===== config.mk =====
export PLATFORM = sky130hd
export DESIGN_NAME = enc_lag3_seq
export DESIGN_NICKNAME = d
export VERILOG_FILES = /design/src/rtl/enc_lag3_seq_pkg.sv /design/src/rtl/enc_lag3_watchdog.sv /design/src/rtl/enc_lag3_seq.sv
export SDC_FILE = /design/constraint.sdc
export NUM_CORES = 1
export LEC_CHECK = 0
export BUFFER_PORTS_ARGS = -buffer_cell sky130_fd_sc_hd__buf_2
export CORE_ASPECT_RATIO = 1.5
export CORE_MARGIN = 4
export CORE_UTILIZATION = 40
export DETAILED_ROUTE_END_ITERATION = 12
export GPL_TIMING_DRIVEN = 0
export HOLD_SLACK_MARGIN = 0.03
export PLACE_DENSITY = 0.65
export SETUP_SLACK_MARGIN = 0.2
export SYNTH_ARGS = -nofsm -noshare
export SYNTH_HDL_FRONTEND = slang
export SYNTH_SLANG_ARGS = --single-unit

===== constraint.sdc =====
create_clock -name clk -period 4.15 [get_ports clk]
set_clock_uncertainty 0.05 [all_clocks]
set_input_delay 0.415 -clock clk [delete_from_list [all_inputs] [get_ports clk]]
set_output_delay 0.415 -clock clk [all_outputs]
set_load 0.05 [all_outputs]

===== src/rtl/enc_lag3_seq_pkg.sv =====
// Shared types and constants for the Enc_lag3 two-subframe sequencer.
package enc_lag3_seq_pkg;

    typedef enum logic [3:0] {
        IDLE,
        LOAD0,
        GO0,
        GUARD0,
        WAIT0,
        LOAD1,
        GO1,
        GUARD1,
        WAIT1,
        FIN
    } state_e;

    localparam int L_SUBFR_DEFAULT = 40;
    localparam int TMO_CNT_W       = 16;

endpackage


===== src/rtl/enc_lag3_watchdog.sv =====
// Counts cycles spent in a WAITn state and flags the cycle on which the wait limit is reached.
module enc_lag3_watchdog
    import enc_lag3_seq_pkg::*;
#(
    parameter int TIMEOUT_CYCLES = 4096
) (
    input  logic clk,
    input  logic rst,
    input  logic run,
    output logic expired
);

    localparam logic [TMO_CNT_W-1:0] LAST = TMO_CNT_W'(TIMEOUT_CYCLES - 1);

    logic [TMO_CNT_W-1:0] cnt_q, cnt_d;

    // Held at zero outside WAITn, so every entry into a wait starts from a cleared count.
    always_comb begin
        cnt_d = '0;
        if (run) begin
            cnt_d = cnt_q + TMO_CNT_W'(1);
        end
    end

    always_ff @(posedge clk or posedge rst) begin
        if (rst) begin
            cnt_q <= '0;
        end else begin
            cnt_q <= cnt_d;
        end
    end

    assign expired = run && (cnt_q == LAST);

endmodule


===== src/rtl/enc_lag3_seq.sv =====
// Sequences two Enc_lag3 runs per frame (subframe 0, then subframe 1) and collects their indices.
// Optional WAITn watchdog with sticky timeout_err: define ENC_LAG3_SEQ_TIMEOUT_EN.
module enc_lag3_seq
    import enc_lag3_seq_pkg::*;
#(
    parameter int TIMEOUT_CYCLES = 4096,
    parameter int L_SUBFR        = L_SUBFR_DEFAULT
) (
    input  logic        clk,
    input  logic        reset,
    input  logic        start,
    input  logic [15:0] T0_sf0,
    input  logic [15:0] T0_frac_sf0,
    input  logic [15:0] T0_sf1,
    input  logic [15:0] T0_frac_sf1,
    input  logic        lag_done,
    input  logic [15:0] lag_index,
    output logic        lag_start,
    output logic [15:0] T0,
    output logic [15:0] T0_frac,
    output logic [15:0] pit_flag,
    output logic        Enc_lag3MuxSel,
    output logic [15:0] index0,
    output logic [15:0] index1,
    output logic        busy,
    output logic        done,
    output logic        timeout_err,
    output state_e      dbg_state
);

    state_e      state_q, state_d;
    logic [15:0] sf0_t0_q, sf0_t0_d, sf0_frac_q, sf0_frac_d;
    logic [15:0] sf1_t0_q, sf1_t0_d, sf1_frac_q, sf1_frac_d;
    logic [15:0] t0_q, t0_d, t0_frac_q, t0_frac_d, pit_flag_q, pit_flag_d;
    logic [15:0] index0_q, index0_d, index1_q, index1_d;
    logic        lag_start_q, lag_start_d, mux_sel_q, mux_sel_d, done_q, done_d;
    logic        start_acc, wd_expired;

    // Operand outputs only change on the transitions into LOAD0/LOAD1, so they stay stable through WAITn.
    always_comb begin
        state_d    = state_q;
        sf0_t0_d   = sf0_t0_q;
        sf0_frac_d = sf0_frac_q;
        sf1_t0_d   = sf1_t0_q;
        sf1_frac_d = sf1_frac_q;
        t0_d       = t0_q;
        t0_frac_d  = t0_frac_q;
        pit_flag_d = pit_flag_q;
        mux_sel_d  = mux_sel_q;
        index0_d   = index0_q;
        index1_d   = index1_q;
        start_acc  = 1'b0;
        unique case (state_q)
            IDLE: if (start) begin
                start_acc  = 1'b1;
                sf0_t0_d   = T0_sf0;
                sf0_frac_d = T0_frac_sf0;
                sf1_t0_d   = T0_sf1;
                sf1_frac_d = T0_frac_sf1;
                t0_d       = T0_sf0;
                t0_frac_d  = T0_frac_sf0;
                pit_flag_d = 16'd0;
                mux_sel_d  = 1'b0;
                state_d    = LOAD0;
            end
            LOAD0:  state_d = GO0;
            GO0:    state_d = GUARD0;
            GUARD0: state_d = WAIT0;
            WAIT0: if (lag_done || wd_expired) begin
                index0_d   = lag_done ? lag_index : 16'hFFFF;
                t0_d       = sf1_t0_q;
                t0_frac_d  = sf1_frac_q;
                pit_flag_d = 16'(L_SUBFR);
                state_d    = LOAD1;
            end
            LOAD1:  state_d = GO1;
            GO1:    state_d = GUARD1;
            GUARD1: state_d = WAIT1;
            WAIT1: if (lag_done || wd_expired) begin
                index1_d  = lag_done ? lag_index : 16'hFFFF;
                mux_sel_d = 1'b1;
                state_d   = FIN;
            end
            FIN:     state_d = IDLE;
            default: state_d = IDLE;
        endcase
        lag_start_d = (state_d == GO0) || (state_d == GO1);
        done_d      = (state_d == FIN);
    end

    always_ff @(posedge clk or posedge reset) begin
        if (reset) begin
            state_q     <= IDLE;
            sf0_t0_q    <= '0;
            sf0_frac_q  <= '0;
            sf1_t0_q    <= '0;
            sf1_frac_q  <= '0;
            t0_q        <= '0;
            t0_frac_q   <= '0;
            pit_flag_q  <= '0;
            index0_q    <= '0;
            index1_q    <= '0;
            lag_start_q <= 1'b0;
            mux_sel_q   <= 1'b1;
            done_q      <= 1'b0;
        end else begin
            state_q     <= state_d;
            sf0_t0_q    <= sf0_t0_d;
            sf0_frac_q  <= sf0_frac_d;
            sf1_t0_q    <= sf1_t0_d;
            sf1_frac_q  <= sf1_frac_d;
            t0_q        <= t0_d;
            t0_frac_q   <= t0_frac_d;
            pit_flag_q  <= pit_flag_d;
            index0_q    <= index0_d;
            index1_q    <= index1_d;
            lag_start_q <= lag_start_d;
            mux_sel_q   <= mux_sel_d;
            done_q      <= done_d;
        end
    end

`ifdef ENC_LAG3_SEQ_TIMEOUT_EN
    logic wd_run, tmo_err_q, tmo_err_d;

    assign wd_run = (state_q == WAIT0) || (state_q == WAIT1);

    enc_lag3_watchdog #(
        .TIMEOUT_CYCLES(TIMEOUT_CYCLES)
    ) u_watchdog (
        .clk    (clk),
        .rst    (reset),
        .run    (wd_run),
        .expired(wd_expired)
    );

    always_comb begin
        tmo_err_d = tmo_err_q;
        if (start_acc) begin
            tmo_err_d = 1'b0;
        end else if (wd_expired) begin
            tmo_err_d = 1'b1;
        end
    end

    always_ff @(posedge clk or posedge reset) begin
        if (reset) begin
            tmo_err_q <= 1'b0;
        end else begin
            tmo_err_q <= tmo_err_d;
        end
    end

    assign timeout_err = tmo_err_q;
`else
    logic unused_tmo;

    assign unused_tmo  = (TIMEOUT_CYCLES == 0) || start_acc;
    assign wd_expired  = 1'b0;
    assign timeout_err = 1'b0;
`endif

    assign lag_start      = lag_start_q;
    assign T0             = t0_q;
    assign T0_frac        = t0_frac_q;
    assign pit_flag       = pit_flag_q;
    assign Enc_lag3MuxSel = mux_sel_q;
    assign index0         = index0_q;
    assign index1         = index1_q;
    assign busy           = (state_q != IDLE);
    assign done           = done_q;
    assign dbg_state      = state_q;

endmodule

==> impl_metrics.csv, run 1 <==
group,metric,value,unit
cts,cts_tree,"built",
synthesis,synth-simple-area-share,2.30,%
outcome,status,"finished clean",
synthesis,synth-compound-area-share,1.54,%
critical_path,critPathSlowestCell,"a2111oi_4",
timing,report.final.slew_viol_count,0,
synthesis,async_reset_ff_share,100,%
timing,hold_slack,27.3,ps
die,rows,47,
cts,clkLatencyLatePin,350,ps
die,start_util,40.6,%
routing,remaining_drc_errors,0,
power_and_ir_drop,pwr-share-seq,31.9,%
die,die_h,137,um
timing,setup_viol,0,
global_route,grt_overflow,0,
cts,cts_buffers,9,
cts,htreeDepth,3,
die,core_area,0.0110,mm^2
power_and_ir_drop,finalPower,5540,uW
synthesis,syn_area,0.00446,mm^2
cts,cts_resized,0,
power_and_ir_drop,p_sw,2560,uW
power_and_ir_drop,cell_internal_pwr,2980,uW
synthesis,synth_cell_types,27,
routing,wl_per_cell,15.6,um
die,fp.dieW,94.2,um
critical_path,crit_buf_inv,1,
critical_path,setup.worst_path.class,"flip-flop to flip-flop",
routing,routed_wl,9.73,mm
routing,vias,2896,
synthesis,synth_top_family_by_area,"multiplexers",
routing,vias_per_cell,4.63,
synthesis,yosys.area.top_type,"dfrtp_1",
critical_path,cpPeakStageDelay,710,ps
timing,fin_tns_setup,0,ps
timing,period_minus_slack,2090,ps
timing,maxSlewHeadroom,53.5,%
layout,layout-drive-gt1-share,69.9,%
critical_path,cp-startpoint,"dbg_state[2]$_DFF_PP0_",
layout,finalInstanceArea,0.00580,mm^2
synthesis,ys_top_cells_by_count,"mux2_2 (124), dfrtp_1 (103), buf_4 (17)",
cts,cts_setup_buffers,0,
layout,final_nets,557,
cts,clk_pin_slew,70,ps
critical_path,cp-end-kind,"flip-flop",
critical_path,cp_cell_sequence,"nand2b_1, a2111oi_4, buf_6, mux2_2",
critical_path,regToRegSetupSlack,2060,ps
routing,postRouteAntennaNets,0,
synthesis,synth-edff-count,0,
power_and_ir_drop,power_frac_clock,14.7,%
synthesis,synth_xor_area_share,0.393,%
global_route,grt_first_pass_wirelength,14.8,mm
synthesis,synth_mux_area_share,32.3,%
placement,port_buffers,157,
critical_path,worstPathRequired,4330,ps
critical_path,cp_max_fo,10,
synthesis,ys_ff_latch,104,
timing,finalHoldViolations,0,
critical_path,worstSetupStartpointType,"flip-flop",
critical_path,r2r_start,"dbg_state[2]$_DFF_PP0_",
die,dieArea,0.0129,mm^2
cts,cts_buffer_depth,2,
layout,antenna_cells,0,
global_route,grt_use_total,14.9,%
die,boundaryPins,173,
timing,rsz0062_at_grt,"no",
power_and_ir_drop,power_density,955,mW/mm^2
flow_run,maxCapViolations,0,
cts,cts_hold_buf,0,
critical_path,arrival,2270,ps
cts,clock-sinks,104,
synthesis,ys_seq_area_share,58.4,%
synthesis,synth_area_per_cell,15.4,um^2
worst_hold_path,hp-class,"primary input to asynchronous set/reset pin",
timing,setup_slack,2060,ps
global_route,grt_pass1_vias,3000,
timing,period_share,50.4,%
placement,dp_slack,2020,ps
global_route,antenna_found_initial,0,
power_and_ir_drop,p_comb_share,53.4,%
critical_path,r2r-end,"T0_frac[2]$_DFFE_PP0P_",
timing,worstMarginPinSlew,697,ps
critical_path,crit_family,"compound AO/OA/AOI/OAI gates",
synthesis,synth.top_cell.area_share,57.8,%
power_and_ir_drop,cellLeakagePower,0.00286,uW
synthesis,yosysWarningCount,0,
routing,drt-pass1-iter-count,3,
layout,fillCellCount,991,
power_and_ir_drop,power.share.switching,46.2,%
synthesis,synth_fa_ha_area_share,0,%
synthesis,syn_inst,290,
critical_path,r2r_cells,4,
cts,cts_root_buf,"clkbuf_16",
global_route,grt_max_degree,73,
placement,routabilityCongestion,0.694,
synthesis,synth_ff_type,"dfrtp_1",
placement,placed_cell_area,0.00551,mm^2
timing,fmax,478,MHz
synthesis,synth.most_common_cell,"mux2_2",
layout,syn2layout_area_growth,30.1,%
placement,hpwl,7.36,mm
power_and_ir_drop,ir_worst_vdd,0.000395,V
routing,drt_iter0_markers,12,
synthesis,synthTopCellsByArea,"dfrtp_1 (58%), mux2_2 (31%), buf_4 (2.9%)",
==> sequential cells by signal (all words and copies together), names as in the netlist, 4 cells and up <==
| signal | flops |
|---|---|
| dbg_state | 4 |
| T0_frac | 16 |
| sf1_frac_q | 16 |
| index0 | 16 |
| sf1_t0_q | 16 |
| index1 | 16 |
| T0 | 16 |
==> kinds of logic after synthesis <==
kind of cell              Yosys count
DFF                               104
muxes                             128
AOI/OAI and AO/OA                   7
xor gates and xnor gates            2
buffers and inverters              33
and+or+nand+nor                    15
other                               1
==> metal layers <==
metal | vias to the layer above | GRT usage (%) | part of all wire [%]
met1 | 1415 | 17.0 | 38
met2 | 108 | 26.0 | 52
met4 | 0 | 5.94 | 2.0
met5 | - | 0 | 0
li1 | 1361 | - | -
met3 | 12 | 4.43 | 7.2
==> stage by stage <==
step | utilization [%] | instances
2_1_floorplan | - | 304
3_3_place_gp | 49.9 | 608
3_5_place_dp | 50.1 | 609
4_1_cts | 52.8 | 625
5_1_grt | 52.8 | 625
6_report | 52.8 | 625
==> placed cells by master, fill, tap and decap left out, types with 2 or more instances in the layout <==
master | synthesis | routed
buf_6 | 3 | 3
mux2_2 | 124 | 124
dfrtp_1 | 103 | 103
o21a_1 | 2 | 2
nor2b_1 | 2 | 2
a21oi_1 | 2 | 2
nand2_1 | 2 | 2
nand2b_1 | 2 | 2
conb_1 | 1 | 15
buf_4 | 17 | 17
clkinvlp_4 | 0 | 4
buf_2 | 10 | 167
nor2_1 | 3 | 3
clkbuf_1 | 2 | 2
mux2_1 | 4 | 4
clkbuf_16 | 0 | 9
==> worst max-delay path by stage <==
stage,to,slack (ps),depth (start not counted)
floorplan,T0[0]$_DFFE_PP0P_,950,1
global placement,sf1_frac_q[7]$_DFFE_PP0P_,-180,2
detailed placement,T0_frac[2]$_DFFE_PP0P_,2020,5
CTS,T0_frac[8]$_DFFE_PP0P_,2030,4
global route,T0_frac[8]$_DFFE_PP0P_,1970,4
finish,T0_frac[2]$_DFFE_PP0P_,2060,4
==> final cells by class <==
| cell class | count | area (um^2) | area share [%] |
|---|---|---|---|
| clock buffers | 10 | 239 | 4.12 |
| flip-flops and latches | 104 | 2600 | 44.9 |
| plain buffers | 32 | 219 | 3.77 |
| clock inverters | 6 | 50.0 | 0.863 |
| repair buffers | 158 | 813 | 14.0 |
| multi-input cells | 167 | 1690 | 29.1 |
| well taps | 147 | 184 | 3.17 |
| inverters | 1 | 6.26 | 0.108 |
==> power groups by stage <==
stage	Sequential [uW]	Clock (uW)	Combinational, uW
after floorplan	2970	0	1130
after global placement	1760	0	2940
after detailed placement	1790	0	3000
after CTS	1770	848	3000
after global routing	1830	894	3120
final	1770	816	2960
Note: power is estimated with default switching activity, not from simulation.
==> run 2, diff against run 1 <==
==> constraint.sdc (replaced) <==
create_clock -name clk -period 2.02 [get_ports clk]
set_clock_uncertainty 0.05 [all_clocks]
set_input_delay 0.202 -clock clk [delete_from_list [all_inputs] [get_ports clk]]
set_output_delay 0.202 -clock clk [all_outputs]
set_load 0.05 [all_outputs]
==> impl_metrics.csv, run 2 (synthesis gave the netlist of run 1 again) <==
group,metric,value,unit
outcome,status,"finished clean",
cts,htreeDepth,3,
die,die_h,137,um
routing,postRouteAntennaNets,0,
flow_run,maxCapViolations,0,
placement,routabilityCongestion,0.696,
worst_hold_path,worstHoldEndpoint,"sf1_frac_q[13]$_DFFE_PP0P_",
routing,wl_per_cell,15.4,um
layout,final_nets,576,
die,core_area,0.0110,mm^2
timing,fmax,546,MHz
critical_path,r2r_cells,5,
layout,multi_input_area,0.00175,mm^2
routing,vias,2944,
worst_hold_path,hp-class,"primary input to flip-flop",
cts,cts_buffers,9,
power_and_ir_drop,cellLeakagePower,0.00302,uW
routing,remaining_drc_errors,0,
global_route,grt_max_degree,44,
timing,finalHoldViolations,0,
layout,layout_commonest_cell,"buf_2",
global_route,grt_first_pass_wirelength,15.1,mm
placement,placed_cells,610,
power_and_ir_drop,power_density,1920,mW/mm^2
cts,cts_root_buf,"clkbuf_16",
cts,clkLatencyLatePin,340,ps
critical_path,setup.worst_path.class,"flip-flop to flip-flop",
routing,drt_iter0_markers,31,
layout,layout-drive-gt1-share,71.4,%
timing,fin_tns_setup,0,ps
global_route,antenna_found_initial,0,
die,start_util,40.6,%
placement,hpwl,7.34,mm
timing,report.final.slew_viol_count,0,
die,rows,47,
critical_path,cp-end-kind,"flip-flop",
cts,cts_buffer_depth,2,
global_route,grt_pass1_vias,3001,
cts,clock-sinks,104,
routing,routed_wl,9.95,mm
worst_hold_path,hold_path_depth,2,
die,dieArea,0.0129,mm^2
die,boundaryPins,173,
layout,syn2layout_area_growth,37.8,%
cts,clk_pin_slew,70,ps
critical_path,worstSetupStartpointType,"flip-flop",
timing,worstMarginPinSlew,682,ps
worst_hold_path,hold_start,"T0_frac_sf1[13]",
critical_path,regToRegSetupSlack,190,ps
layout,stdcell_count,644,
routing,drt-pass1-iter-count,2,
timing,period_minus_slack,1830,ps
critical_path,cp_max_fo,10,
layout,fillCellCount,951,
cts,cts_tree,"built",
power_and_ir_drop,ir_worst_vdd,0.000726,V
die,fp.dieW,94.2,um
global_route,grt_use_total,15.0,%
critical_path,worstPathRequired,2190,ps
global_route,grt_overflow,0,
critical_path,r2r-end,"T0[11]$_DFFE_PP0P_",
timing,maxSlewHeadroom,54.4,%
layout,regArea,0.00261,mm^2
critical_path,arrival,2000,ps
routing,vias_per_cell,4.57,
timing,period_share,90.7,%
layout,antenna_cells,0,
layout,final_cell_mix,"buf_2 (159), mux2_2 (114), dfrtp_1 (99)",
placement,port_buffers,157,
timing,setup_viol,0,
critical_path,r2r_start,"dbg_state[2]$_DFF_PP0_",
timing,rsz0062_at_grt,"yes",
## run 2: cell types whose count changed in the layout (fill, tap and decap cells not counted), sizes merged
cell	previous run	this run
clkinvlp	4	3
inv	3	2
buf	188	200
dlygate4sd3	0	7
clkbuf	12	13
clkinv	0	1
## run 2: worst max path at each step
stage	from	end	slack (ps)
final	dbg_state[2]$_DFF_PP0_	T0[11]$_DFFE_PP0P_	190
after global routing	dbg_state[2]$_DFF_PP0_	T0[8]$_DFFE_PP0P_	130
after CTS	dbg_state[2]$_DFF_PP0_	T0_frac[12]$_DFFE_PP0P_	210
after detailed placement	dbg_state[2]$_DFF_PP0_	T0_frac[2]$_DFFE_PP0P_	-110
after global placement	reset	dbg_state[1]$_DFF_PP0_	-290
after floorplan	dbg_state[0]$_DFF_PP0_	index1[10]$_DFFE_PP0P_	40
## run 2: repair_timing
item                       4_1_cts  5_1_grt
hold buffers                     7        0
hold endpoints to repair        33        0
resized for setup               15       17
pin swaps                        4        3
buffers inserted                 6        3
gates cloned                     0        2
setup endpoints to repair       83       48
## run 2: report_power, final
part	leakage [uW]	internal, uW	switching [uW]
Clock	0.000139	910	760
Sequential	0.00126	3150	483
Combinational	0.00162	2440	4080
Total	0.00302	6500	5320
## run 2: routing by layer
metal  part of all wire, %  global-route usage (%)  vias to the layer above
met3                   7.3                    4.21                       10
li1                      -                       -                     1391
met1                    40                    18.0                     1438
met2                    52                    25.8                      105
met5                     0                       0                        -
met4                   1.1                    5.06                        0
## run 2: layout make-up
cell class	count	area share, %
clock buffers	11	4.11
well taps	147	2.99
repair buffers	177	16.4
plain buffers	32	4.89
flip-flops and latches	104	42.4
clock inverters	5	0.611
multi-input cells	167	28.4
inverters	1	0.122
## run 2: through the flow
stage	utilization (%)	total power, uW	instance area (um^2)	hold slack, ps	setup WS [ps]
after floorplan	-	8490	4550	302	43.1
after global placement	50.2	9720	5520	384	-293
after detailed placement	50.6	9880	5560	292	-114
after CTS	54.7	11700	6010	30.7	206
after global routing	55.9	12500	6150	31.7	135
final	55.9	11800	6150	45.2	189
## run 2: worst max-delay path, cell delays in order (launching register included)
cell and delay [ps]:
dfrtp_2 440, nand2b_4 150, a2111oi_4 380, buf_6 210, buf_12 150, mux2_1 330
